===== config.mk =====
export PLATFORM = sky130hd
export DESIGN_NAME = cpu_sequencer
export DESIGN_NICKNAME = d
export VERILOG_FILES = /design/src/rtl/cpu_sequencer.sv
export SDC_FILE = /design/constraint.sdc
export NUM_CORES = 1
export LEC_CHECK = 0
export BUFFER_PORTS_ARGS = -buffer_cell sky130_fd_sc_hd__buf_2
export CAP_MARGIN = 5
export CORE_MARGIN = 2
export CORE_UTILIZATION = 46
export CTS_BUF_LIST = sky130_fd_sc_hd__clkbuf_4
export DETAILED_ROUTE_END_ITERATION = 12
export PLACE_DENSITY = 0.8
export RECOVER_POWER = 50
export SETUP_SLACK_MARGIN = 0.2
export SYNTH_ARGS = -nofsm -noshare
export SYNTH_HDL_FRONTEND = slang
export SYNTH_SLANG_ARGS = --single-unit

===== constraint.sdc =====
create_clock -name clk -period 2.11 [get_ports clk]
set_input_delay 0.3165 -clock clk [delete_from_list [all_inputs] [get_ports clk]]
set_output_delay 0.3165 -clock clk [all_outputs]
set_load 0.01 [all_outputs]

===== src/rtl/cpu_sequencer.sv =====
`default_nettype none
// ============================================================================
// Module   : cpu_sequencer
// Brief    : Instruction sequencer FSM. Fetches an instruction, latches its
//            opcode, dispatches to single-cycle, multi-cycle ALU, or illegal
//            handling, and pulses exec_done on retire.
// Config   : SEQ_HALT_EN - when defined, opcode 0111 enters a terminal HALT
//            state left only by reset; when undefined 0111 is illegal.
// Revision : 1.0 - initial release
// ============================================================================
module cpu_sequencer #(
  parameter int INSTR_W    = 16,
  parameter int OPC_W      = 4,
  parameter int ALU_CYCLES = 3
) (
  input  logic               clk,
  input  logic               reset,
  input  logic [INSTR_W-1:0] instr,
  input  logic               mem_ready,
  output logic               fetch_req,
  output logic               ir_load,
  output logic [OPC_W-1:0]   opc_q,
  output logic [3:0]         state,
  output logic [3:0]         alu_phase,
  output logic               exec_done,
  output logic               illegal
);

  // State encoding
  localparam logic [3:0] S_IDLE   = 4'b0000;
  localparam logic [3:0] S_FETCH  = 4'b1111;
  localparam logic [3:0] S_LATCH  = 4'b0001;
  localparam logic [3:0] S_DECODE = 4'b0010;
  localparam logic [3:0] S_LOAD   = 4'b0011;
  localparam logic [3:0] S_MOV    = 4'b0100;
  localparam logic [3:0] S_ALU    = 4'b0101;
  localparam logic [3:0] S_LDPC   = 4'b0110;
  localparam logic [3:0] S_BRANCH = 4'b0111;
  localparam logic [3:0] S_RETIRE = 4'b1000;
`ifdef SEQ_HALT_EN
  localparam logic [3:0] S_HALT   = 4'b1001;
`endif

  // Opcode encoding
  localparam logic [OPC_W-1:0] OP_LOAD   = OPC_W'(0);
  localparam logic [OPC_W-1:0] OP_MOV    = OPC_W'(1);
  localparam logic [OPC_W-1:0] OP_ADD    = OPC_W'(2);
  localparam logic [OPC_W-1:0] OP_SUB    = OPC_W'(3);
  localparam logic [OPC_W-1:0] OP_XOR    = OPC_W'(4);
  localparam logic [OPC_W-1:0] OP_LDPC   = OPC_W'(5);
  localparam logic [OPC_W-1:0] OP_BRANCH = OPC_W'(6);
`ifdef SEQ_HALT_EN
  localparam logic [OPC_W-1:0] OP_HALT   = OPC_W'(7);
`endif

  // Final ALU step index; the ALU state exits after this phase
  localparam logic [3:0] ALU_LAST = 4'(ALU_CYCLES - 1);

  logic [3:0]       state_q, state_d;
  logic [OPC_W-1:0] opc_d;
  logic [3:0]       alu_phase_q, alu_phase_d;
  logic             illegal_q, illegal_d;
  logic             decode_illegal;
`ifdef SEQ_HALT_EN
  logic             halt_seen_q, halt_seen_d;
`endif

  // Only the opcode field of the instruction is consumed here
  generate
    if (INSTR_W > OPC_W) begin : g_unused_instr
      logic unused_instr_bits;
      assign unused_instr_bits = ^instr[INSTR_W-OPC_W-1:0];
    end
  endgenerate

  // State and datapath registers; reset overrides every transition
  always_ff @(posedge clk) begin
    if (reset) begin
      state_q     <= S_IDLE;
      opc_q       <= '0;
      alu_phase_q <= 4'd0;
      illegal_q   <= 1'b0;
`ifdef SEQ_HALT_EN
      halt_seen_q <= 1'b0;
`endif
    end else begin
      state_q     <= state_d;
      opc_q       <= opc_d;
      alu_phase_q <= alu_phase_d;
      illegal_q   <= illegal_d;
`ifdef SEQ_HALT_EN
      halt_seen_q <= halt_seen_d;
`endif
    end
  end

  // Next-state logic from registered state, latched opcode, mem_ready, phase
  always_comb begin
    state_d = state_q;
    case (state_q)
      S_IDLE:   state_d = S_FETCH;
      S_FETCH:  if (mem_ready) state_d = S_LATCH;
      S_LATCH:  state_d = S_DECODE;
      S_DECODE: begin
        case (opc_q)
          OP_LOAD:                state_d = S_LOAD;
          OP_MOV:                 state_d = S_MOV;
          OP_ADD, OP_SUB, OP_XOR: state_d = S_ALU;
          OP_LDPC:                state_d = S_LDPC;
          OP_BRANCH:              state_d = S_BRANCH;
`ifdef SEQ_HALT_EN
          OP_HALT:                state_d = S_HALT;
`endif
          default:                state_d = S_RETIRE;
        endcase
      end
      S_LOAD, S_MOV, S_LDPC, S_BRANCH: state_d = S_RETIRE;
      S_ALU:    if (alu_phase_q == ALU_LAST) state_d = S_RETIRE;
      S_RETIRE: state_d = S_FETCH;
`ifdef SEQ_HALT_EN
      S_HALT:   state_d = S_HALT;
`endif
      default:  state_d = S_IDLE;
    endcase
  end

  // Opcode capture, ALU phase counter and sticky illegal flag
  always_comb begin
    opc_d = opc_q;
    if (state_q == S_LATCH) begin
      opc_d = instr[INSTR_W-1 -: OPC_W];
    end
    alu_phase_d = 4'd0;
    if ((state_q == S_ALU) && (alu_phase_q != ALU_LAST)) begin
      alu_phase_d = alu_phase_q + 4'd1;
    end
    // Any DECODE that falls through straight to RETIRE is an unknown opcode
    decode_illegal = (state_q == S_DECODE) && (state_d == S_RETIRE);
    illegal_d      = illegal_q | decode_illegal;
`ifdef SEQ_HALT_EN
    halt_seen_d = halt_seen_q | (state_q == S_HALT);
`endif
  end

  // Moore strobes decoded from state; HALT retires once on its first cycle
  always_comb begin
    fetch_req = (state_q == S_FETCH);
    ir_load   = (state_q == S_LATCH);
    exec_done = (state_q == S_RETIRE);
`ifdef SEQ_HALT_EN
    if ((state_q == S_HALT) && !halt_seen_q) begin
      exec_done = 1'b1;
    end
`endif
  end

  assign state     = state_q;
  assign alu_phase = alu_phase_q;
  assign illegal   = illegal_q;

endmodule
`default_nettype wire


# Word-level counts from Yosys, hierarchy flattened
# Cells that the tools add are included.
word_totals:
  ff_bits: 13
  in_bits: 19
  output_inout_bits: 16
  elab_cells: 37
classes:
  addsub: 1
  eq_ne: 18
  mux: 4
  bitwise_logic: 2
  reduce_logical: 8
op_table:
  columns: ["cell", "count"]
  rows:
  - ["4-bit by 3-bit == test with 1-bit output, second input constant", 7]
  - ["4-bit case mux with 6 select lines", 1]
  - ["4-bit by 2-bit == test with 1-bit output, second input constant", 5]
  - ["4-bit case mux with 5 select lines", 1]
  - ["4-bit == test, second input constant", 3]
  - ["4-bit by 1-bit == test with 1-bit output, second input constant", 2]
  - ["4-bit logical NOT", 2]
  - ["4-bit 2-to-1 mux", 2]
  - ["4-bit by 1-bit adder with 4-bit output, second input constant", 1]
  - ["4-bit by 2-bit inequality test with 1-bit output, second input constant", 1]
  - ["2-bit OR reduction", 2]
  - ["4-bit OR reduction", 1]
  - ["3-bit OR reduction", 1]
  - ["1-bit logical AND", 2]
  - ["1-bit NOT", 1]
  - ["1-bit OR", 1]

# Logic depth before layout (Yosys ltp)
depth:
  depth_word: 7
  mapped_depth: 6

# Worst setup path before layout
# OpenSTA, ideal clock, no wires.
synth_timing:
  kind: "register to register"
  start: "register alu_phase_q[0], in the netlist alu_phase[0]"
  end: "register alu_phase_q[2], in the netlist alu_phase[2]"
  setup_time_ps: 64
  arrival_ps: 1552
  slack_ps: 494
  path_stages_with_launch: 7
  n_path_buf: 0
  period_less_slack_ps: 1616
  path_cell_list: "dfxtp_1 inv_1 ha_1 nor3b_1 or3_4 or3_4 nor2_1"
synth_between:
  elab_chain_len: 4
  word_cells_on_any_way: 5
  classes_between: "add/sub (1); eq/ne (1); bitwise (1); reduce/logical (2)"
synth_lines:
  columns: ["element", "line", "text"]
  rows:
  - ["from (decl)", "61", "logic [3:0] alu_phase_q, alu_phase_d;"]
  - ["from (signal assigned)", "89", "alu_phase_q <= alu_phase_d;"]
  - ["branches (longest 4 deep; another with 4-bit by 1-bit adder with 4-bit output)", null, null]
# Several ways; the timed one is not identified.
# A chain may end at the register's enable or synchronous reset.

# Final worst setup path
layout_timing:
  start: "register state_q[0], in the netlist state[0]"
  end: "output port ir_load"
layout_between:
  elab_chain_len: 1
layout_lines:
  columns: ["element", "line", "text"]
  rows:
  - ["from (decl)", "59", "logic [3:0] state_q, state_d;"]
  - ["from (signal assigned)", "87", "state_q <= state_d;"]
  - ["4-bit by 1-bit == test with 1-bit output", "148", "ir_load = (state_q == S_LATCH);"]
  - ["to (decl)", "21", "output logic ir_load,"]
# No other way between the ends.

==> impl_metrics.env <==
export IMPL_drt_total_wl_um=1480
export IMPL_grt_pass1_vias=586
export IMPL_finalSetupTns_ps=0
export IMPL_io_pins=35
export IMPL_p_per_area_nw_per_um2=1230
export IMPL_numCtsBuffers=3
export IMPL_syn_cell_area_um2=706
export IMPL_crit_path_end_kind="primary output"
export IMPL_drv_slew=0
export IMPL_critPathLaunchType="flip-flop"
export IMPL_ff2ff_path_depth=4
export IMPL_synth_top_area_share=0.369
export IMPL_rsz0062_at_grt="false"
export IMPL_clock_path_buffers=2
export IMPL_finalHoldViolations=0
export IMPL_clock_skew_ps=1.62
export IMPL_setup_slack_ps=344
export IMPL_comb_power_share=0.395
export IMPL_irDropWorstVdd_v=0.000678
export IMPL_crit_end="ir_load"
export IMPL_synth_flop_cell="dfxtp_1"
export IMPL_critPathLaunch="state[0]"
export IMPL_ant_nets=0
export IMPL_synth_edf_count=0
export IMPL_power_share_clock=0.164
export IMPL_cts_clk_slew_worst_paths_ps=80
export IMPL_swShare=0.411
export IMPL_fmax_mhz=566
export IMPL_fin_nets=122
export IMPL_r2r_start="state[0]"
export IMPL_cts_sinks=13
export IMPL_area_growth_pct=15.4
export IMPL_post_route_period_util=0.837
export IMPL_period_minus_slack_ps=1770
export IMPL_critPathKind="reg -> out"
export IMPL_vias_per_cell=5.54
export IMPL_yosys_warnings=0
export IMPL_clock_root_buffer="clkbuf_4"
export IMPL_synth_largest_area_cell="dfxtp_1"
export IMPL_post_route_drc_count=0
export IMPL_wl_per_cell_um=12.8
export IMPL_grt_max_degree=15
export IMPL_start_util=0.480
export IMPL_die_y_um=43.2
export IMPL_async_flop_share=0
export IMPL_r2r_setup_slack_ps=380
export IMPL_fp_row_count=14
export IMPL_overflow=0
export IMPL_diodes=0
export IMPL_fp_dieW_um=43.2
export IMPL_drv_cap=0
export IMPL_p_sw_mw=0.413
export IMPL_post_cts_buffers=0
export IMPL_port_buffers=22
export IMPL_clock_latency_ps=270
export IMPL_crit_fanout=12
export IMPL_power_leakage_nw=0.339
export IMPL_worst_r2r_endpoint="alu_phase[2]"
export IMPL_design_die_area_um2=1860
export IMPL_yosys_top_cells_area="dfxtp_1 (37%), nor2_1 (6.9%), mux2i_1 (5.7%), ha_1 (3.5%), nor4b_4 (3.4%)"
export IMPL_synth_seq_cells=13
export IMPL_drt_pre_antenna_iters=4
export IMPL_hold_buffers=0
export IMPL_grt_use_total=0.191
export IMPL_synth_distinct_cells=35
export IMPL_holdWs_ps=272
export IMPL_cts_tree="yes"
export IMPL_synth_cells=78
export IMPL_required_ps=1790
export IMPL_crit_arrival_ps=1450
export IMPL_syn_nets=99
export IMPL_antenna_found_initial=0
export IMPL_setup_viol=0
export IMPL_pre_cts_ws_ps=356
export IMPL_core_area_um2=1470
export IMPL_num_vias=643
export IMPL_hold_path_class="in -> reg"
export IMPL_gp_congestion=0.747
export IMPL_htreeDepth=1
export IMPL_avgSynthCellArea_um2=9.05
export IMPL_tightest_slew_ps=452
export IMPL_grt_pass1_wl_um=2590
export IMPL_ys_seq_area_frac=0.369
export IMPL_power_internal_mw=0.591
export IMPL_first_iter_violations=28
export IMPL_maxSlewHeadroom=0.699
export IMPL_status="completed"
export IMPL_dp_hpwl_um=1140
export IMPL_drive_gt1_frac=0.200
export IMPL_cts_resized=0
export IMPL_seq_power_share=0.441
worst min path at each step:
stage / end / slack [ps] / cells after the start / start
global placement: illegal / 450 / 2 / illegal
floorplan: opc_q[0] / 460 / 2 / instr[12]
finish: opc_q[2] / 270 / 3 / instr[14]
global route: opc_q[2] / 300 / 3 / instr[14]
detailed placement: illegal / 460 / 2 / illegal
CTS: opc_q[2] / 270 / 3 / instr[14]
synth_stat cells (2+ instances only):
master   instances
dfxtp_1         13
nor2_1          13
nand2_1          4
a31oi_1          2
mux2i_1          4
nor3b_1          2
inv_1            3
buf_2            3
nor4_1           2
or3_4            2
ha_1             2
xor2_1           2
a21oi_1          4
registers in the layout, summed over array words and instances (netlist names):
signal and flops:
alu_phase 4, illegal 1, opc_q 4, state 4
metrics by stage:
step / area, um2 / total power [mW] / utilization / cells
global route: 815 / 1.08 / 0.554 / 116
CTS: 836 / 1.03 / 0.568 / 115
finish: 815 / 1.00 / 0.554 / 116
floorplan: 706 / 0.772 / - / 78
detailed placement: 806 / 0.870 / 0.548 / 111
global placement: 806 / 0.853 / 0.548 / 111
cells in the final DEF (no fill, tap or decap):
cell type,Yosys,final
xor2_1,2,2
nor2b_1,1,1
o31a_1,1,1
or3_1,1,1
nor3b_1,2,2
inv_1,3,3
a211oi_1,1,1
buf_2,3,11
ha_1,2,2
a21boi_0,1,1
nor2_1,13,13
o21ai_0,1,1
a21oi_1,4,4
nand2b_1,1,1
nand3b_1,1,1
clkbuf_4,0,4
and3_2,1,1
or3_4,2,2
nor3_1,1,1
nor4b_1,1,2
nor3_4,1,1
and2_1,1,1
nand2_1,4,4
a2111o_1,1,1
mux2i_1,4,4
a221oi_1,1,1
clkbuf_1,1,11
buf_4,0,1
xnor2_1,1,1
o41a_1,1,1
nand3_1,1,1
a31oi_1,2,2
dfxtp_1,13,13
nor4_1,2,2
o21bai_1,1,1
final cells by class:
cell class	count	area, um2
sequential	13	260
timing repair buffer	23	104
inverter	3	11.3
multi-input combinational	57	389
tap	16	20.0
clock buffer	4	30.0
fill	156	657
per-layer routing:
layer	track usage	vias to the layer above	wire, um
met5	0	-	0
met4	0.109	0	39
met3	0.0596	6	83
met2	0.307	23	724
met1	0.219	289	631
li1	-	325	-
power groups by stage:
stage          clock, mW  combinational, mW  sequential [mW]
2_1_floorplan          0              0.393            0.379
3_3_place_gp           0              0.398            0.456
3_5_place_dp           0              0.409            0.461
4_1_cts            0.168              0.412            0.453
5_1_grt            0.181              0.445            0.456
6_report           0.164              0.397            0.443
worst max-delay path, cell delays in order (launching register included):
cell and delay, ps:
dfxtp_1 600, nor4b_1 370, buf_2 200
cells by family (layout without fill, tap and decap cells):
family | Yosys count | count (layout) | synth area share
AND/OR/NAND/NOR | 34 | 34 | 0.301
AO/OA/AOI/OAI | 14 | 14 | 0.142
flip-flops | 13 | 13 | 0.369
buffers and inverters | 8 | 30 | 0.0585
multiplexers | 4 | 4 | 0.0567
XOR/XNOR | 3 | 3 | 0.0372
adder cells (fa/ha/maj) | 2 | 2 | 0.0355
Power figures use the tool's default switching activity.
